`config.mk`:
```
export PLATFORM = sky130hd
export DESIGN_NAME = sum_seg_sequencer
export DESIGN_NICKNAME = d
export VERILOG_FILES = /design/src/rtl/sum_seg_sequencer.sv
export SDC_FILE = /design/constraint.sdc
export NUM_CORES = 1
export LEC_CHECK = 0
export CAP_MARGIN = 20
export CORE_MARGIN = 10
export CORE_UTILIZATION = 41
export DETAILED_ROUTE_END_ITERATION = 10
export GPL_TIMING_DRIVEN = 0
export PLACE_DENSITY = 0.61
export SLEW_MARGIN = 10
export SYNTH_ARGS = -nofsm -noshare
export SYNTH_HDL_FRONTEND = slang
export SYNTH_SLANG_ARGS = --single-unit
```
`constraint.sdc`:
```
create_clock -name clk -period 3.2 [get_ports clk]
set_clock_uncertainty 0.1 [all_clocks]
set_input_delay 0.64 -clock clk [delete_from_list [all_inputs] [get_ports clk]]
set_output_delay 0.64 -clock clk [all_outputs]
set_load 0.02 [all_outputs]
```
`src/rtl/sum_seg_sequencer.sv`:
```
// rtl/sum_seg_sequencer.sv - plays a latched 0..31 sum as two digits on one seven-segment display; `SUM_HEX_MODE_EN selects hex digits
module sum_seg_sequencer #(
    parameter logic [23:0] DIGIT_TICKS = 24'd10_000_000,
    parameter logic [23:0] GAP_TICKS   = 24'd2_500_000
) (
    input  logic       clk,
    input  logic       reset,
    input  logic [4:0] sum_in,
    input  logic       sum_valid,
    output logic [6:0] seg_out,
    output logic       dp_out,
    output logic       digit_sel,
    output logic       busy
);

    typedef enum logic [2:0] {IDLE, TENS, GAP1, ONES, GAP2} state_t;

    state_t      state;
    logic [23:0] tick_cnt;
    logic [4:0]  value_q;

    function automatic logic [3:0] hi_digit(input logic [4:0] v);
`ifdef SUM_HEX_MODE_EN
        return {3'b000, v[4]};
`else
        if (v >= 5'd30)      return 4'd3;
        else if (v >= 5'd20) return 4'd2;
        else if (v >= 5'd10) return 4'd1;
        else                 return 4'd0;
`endif
    endfunction

    function automatic logic [3:0] lo_digit(input logic [4:0] v);
`ifdef SUM_HEX_MODE_EN
        return v[3:0];
`else
        logic [4:0] r;
        r = v - ({1'b0, hi_digit(v)} * 5'd10);
        return r[3:0];
`endif
    endfunction

    function automatic logic [6:0] seg_pattern(input logic [3:0] d);
        case (d)
            4'h0:    return 7'h3F;
            4'h1:    return 7'h06;
            4'h2:    return 7'h5B;
            4'h3:    return 7'h4F;
            4'h4:    return 7'h66;
            4'h5:    return 7'h6D;
            4'h6:    return 7'h7D;
            4'h7:    return 7'h07;
            4'h8:    return 7'h7F;
            4'h9:    return 7'h6F;
`ifdef SUM_HEX_MODE_EN
            4'hA:    return 7'h77;
            4'hB:    return 7'h7C;
            4'hC:    return 7'h39;
            4'hD:    return 7'h5E;
            4'hE:    return 7'h79;
            4'hF:    return 7'h71;
`endif
            default: return 7'h00;
        endcase
    endfunction

    // Output word {busy, digit_sel, dp, seg} for the state being entered.
    function automatic logic [9:0] display(input state_t s, input logic [4:0] v);
        case (s)
            TENS:    return {1'b1, 1'b1, 1'b1, seg_pattern(hi_digit(v))};
            ONES:    return {1'b1, 1'b0, 1'b0, seg_pattern(lo_digit(v))};
            GAP1,
            GAP2:    return {1'b1, 1'b0, 1'b0, 7'h00};
            default: return 10'h000;
        endcase
    endfunction

    function automatic state_t first_state(input logic [4:0] v);
        return (hi_digit(v) != 4'd0) ? TENS : ONES;
    endfunction

    always_ff @(posedge clk) begin
        if (reset) begin
            state                               <= IDLE;
            tick_cnt                            <= 24'd0;
            value_q                             <= 5'd0;
            {busy, digit_sel, dp_out, seg_out}  <= 10'h000;
        end else if (sum_valid) begin
            state                               <= first_state(sum_in);
            tick_cnt                            <= 24'd0;
            value_q                             <= sum_in;
            {busy, digit_sel, dp_out, seg_out}  <= display(first_state(sum_in), sum_in);
        end else begin
            case (state)
                TENS: begin
                    if (tick_cnt == DIGIT_TICKS - 24'd1) begin
                        state                              <= GAP1;
                        tick_cnt                           <= 24'd0;
                        {busy, digit_sel, dp_out, seg_out} <= display(GAP1, value_q);
                    end else begin
                        tick_cnt <= tick_cnt + 24'd1;
                    end
                end
                GAP1: begin
                    if (tick_cnt == GAP_TICKS - 24'd1) begin
                        state                              <= ONES;
                        tick_cnt                           <= 24'd0;
                        {busy, digit_sel, dp_out, seg_out} <= display(ONES, value_q);
                    end else begin
                        tick_cnt <= tick_cnt + 24'd1;
                    end
                end
                ONES: begin
                    if (tick_cnt == DIGIT_TICKS - 24'd1) begin
                        state                              <= GAP2;
                        tick_cnt                           <= 24'd0;
                        {busy, digit_sel, dp_out, seg_out} <= display(GAP2, value_q);
                    end else begin
                        tick_cnt <= tick_cnt + 24'd1;
                    end
                end
                GAP2: begin
                    // Leading-zero suppression: loop straight back to ONES when the high digit is 0.
                    if (tick_cnt == GAP_TICKS - 24'd1) begin
                        state                              <= first_state(value_q);
                        tick_cnt                           <= 24'd0;
                        {busy, digit_sel, dp_out, seg_out} <= display(first_state(value_q), value_q);
                    end else begin
                        tick_cnt <= tick_cnt + 24'd1;
                    end
                end
                default: begin
                    state                              <= IDLE;
                    tick_cnt                           <= 24'd0;
                    {busy, digit_sel, dp_out, seg_out} <= 10'h000;
                end
            endcase
        end
    end

endmodule
```
==> impl_results.md <==
- Top Family by Delay on Critical Path: adder cells
- Die area: 0.00994 sq mm
- Setup TNS: 0 ns
- Antenna diodes: 0
- Core Region: between 0.006 and 0.007 sq mm
- DR DRC count: 0
- Wire per inst: 14.5 um
- Arr. time, crit path: 3.08 ns
- Status: complete, no violations
- Post-layout util: 0.491
- Die X: roughly 100 um
- Minimum clock period: 3.00 ns
- HPWL Detailed: 4590 um
- Max_cap viols: 0
- Die span in y: 99.7 um
- Total power: between 1 and 1.5 mW
- Drt first-iter violations: 79
- Clk pin slew, worst setup/hold paths: 0.09 ns
- Slew Limit Fails: 0
- Share of the synthesized area in the top cell type: 0.315
- Worst VDD drop: 0.206 mV
- DP Area: 0.00284 sq mm
- F_max: around 330 MHz
- Path type of the worst min-delay path: register to register
- Placer Congestion: 0.846
- Critical Path RT: about 3.3 ns
- Crit path buf inv count: 1
- Layout fillers: 637
- Endpoint class of the critical path: register
- Number of global-route vias before repair: 2,199
- Yosys reg bits: 41
- Post-route cell area: 0.00297 sq mm
- DRT antenna net count: 0
- Final Setup Violations: 0
- Seq/Total Area, Yosys: 0.315
- Slew at the pin with the worst max-slew slack: 0.631 ns
- Period utilization: 0.938
- YS warnings: 0
- Max-slew headroom: 0.579
- Initial antenna violation count: 0
- Routed vias: 2,266
- Synth top area cells: dfxtp_1 32%, nor2_1 8.1%, ha_1 6.2%, mux2i_1 4.6%, nand2_1 4.2%
- Clock net sink count: 41
- Overall Global Routing Usage: 0.126
- Worst Path Max Fanout: 10
- First-pass GRT wire length: 10,400 um
- Layout cell share with drive strength beyond 1: 0.0986
- CP max stage cell: fa_1
- Post-synth ARST share: 0
- # H-tree levels: 2
- Critical path cell sequence: inv_1 > maj3_1 > mux2i_4 > ha_1 > fa_1 > or3_1 > a21oi_1 > o21ai_0 > nand2_1 > a21oi_1
- Final Hold Vio Count: 0
- # rows: 28
- Largest stage delay on the critical path: 0.56 ns
- Ports: 18
- Netlist cell types: 58
- CTS tree: done
- Dominant synthesized flop cell: dfxtp_1
- P&R area growth vs syn: 14.1%
- Critical path class: register to register
- Crit-path most repeated cell: a21oi_1
- Post-Route WL: roughly 6100 um
- PwrDens: 405 mW/mm^2
- Mapped Area: 0.00260 sq mm
- Initial Util: 0.430
- CTS Buf Count: 5
- Via density: 5.40
- Post-CTS Hold Fix Bufs: 0
- Grt total ovfl: 0
- Largest area contributor in the netlist: dfxtp_1
- Post-synth EDFFs: 0
- Clk Latency, worst-skew pair: 0.31 ns
- CTS max path bufs: 2
- Mapped Cells: 324
- # port buffers: 14
- Startpoint types: register
- Root Driver: clkbuf_8
- Syn nets: ~350
- Final net count: ~370
- First-pass DRT Iterations: 4
- Syn Area/Cell: 8.04 sq um
- Pin count of the biggest net entering global routing: 16
- Pleak: 1.09 nW
cell usage after synthesis (all sizes together), types with 4 or more instances:
master   n
mux2i   12
clkbuf   6
a21oi   15
xnor2   12
nor4     4
nor3     6
nand3   16
nand2   30
buf      6
nand4    4
and3     5
inv     16
o21ai   17
dfxtp   41
xor2    12
nor2b    4
ha      13
nor2    56
routing by layer:
metal	vias to the layer above	track usage	wire (um)
li1	1166	-	-
met3	8	0.0346	261
met5	-	0	0
met2	44	0.208	2860
met1	1048	0.152	2860
met4	0	0.0485	99
cells in the final DEF, fill, tap and decap left out, types with 6 or more instances in the layout:
cell / n
inv_1: 16
dfxtp_1: 40
o21ai_0: 15
clkdlybuf4s50_1: 12
xor2_1: 12
nand3_1: 15
nor2_1: 55
nand2_1: 29
nor3_1: 6
mux2i_1: 9
a21oi_1: 15
ha_1: 13
xnor2_1: 11
cell families after synthesis:
logic type,synth area share
xor+xnor,0.0836
compound gates,0.153
flops,0.315
fa+ha+maj,0.0783
simple gates,0.271
buf+inv,0.0480
mux,0.0504
flip-flops by register name, summed over array words and instances, names as in the netlist:
register / count
busy: 1
value_q: 5
dp_out: 1
state: 3
seg_out: 7
tick_cnt: 24
per-stage QoR:
stage | std cells | setup WS (ns) | hold slack (ns)
after CTS | 421 | 0.0480 | 0.370
final | 420 | 0.199 | 0.365
after detailed placement | 413 | -0.373 | 0.354
after floorplan | 324 | 0.308 | 0.326
after global placement | 413 | -0.356 | 0.347
after global routing | 420 | -0.00315 | 0.386
path summary, 6_finish.rpt:
path                    from    endpoint  slack (ns)  cells after the start
setup / recovery  value_q[2]  seg_out[6]        0.20                     10
hold reg to reg   seg_out[6]  seg_out[6]        0.37                      2
hold / removal    seg_out[6]  seg_out[6]        0.37                      2
setup reg to reg  value_q[2]  seg_out[6]        0.20                     10
worst min-delay path, cell delays in order, from the launching register on:
cell	delay, ns
dfxtp_1	0.32
nand2_1	0.05
a21oi_1	0.05
power breakdown:
| part | switching [mW] | internal (mW) | leakage [nW] |
|---|---|---|---|
| Clock | 0.212 | 0.158 | 0.0447 |
| Combinational | 0.168 | 0.124 | 0.714 |
| Sequential | 0.0142 | 0.527 | 0.334 |
| Total | 0.394 | 0.809 | 1.09 |
what timing repair did:
item,in CTS,in global routing
gates resized for setup,3,9
buffers inserted,0,1
setup endpoints to repair,4,7
pin swaps,0,0
area by class of cell:
type / instances / area, sq um / area share
buffer: 10 / 52.6 / 0.0177
clock buffer: 5 / 68.8 / 0.0231
sequential: 41 / 822 / 0.277
tap: 75 / 93.8 / 0.0316
timing repair buffer: 15 / 153 / 0.0513
clock inverter: 3 / 25.0 / 0.00842
multi-input combinational: 254 / 1690 / 0.569
inverter: 17 / 65.1 / 0.0219
Note: power is estimated with default switching activity, not from simulation.
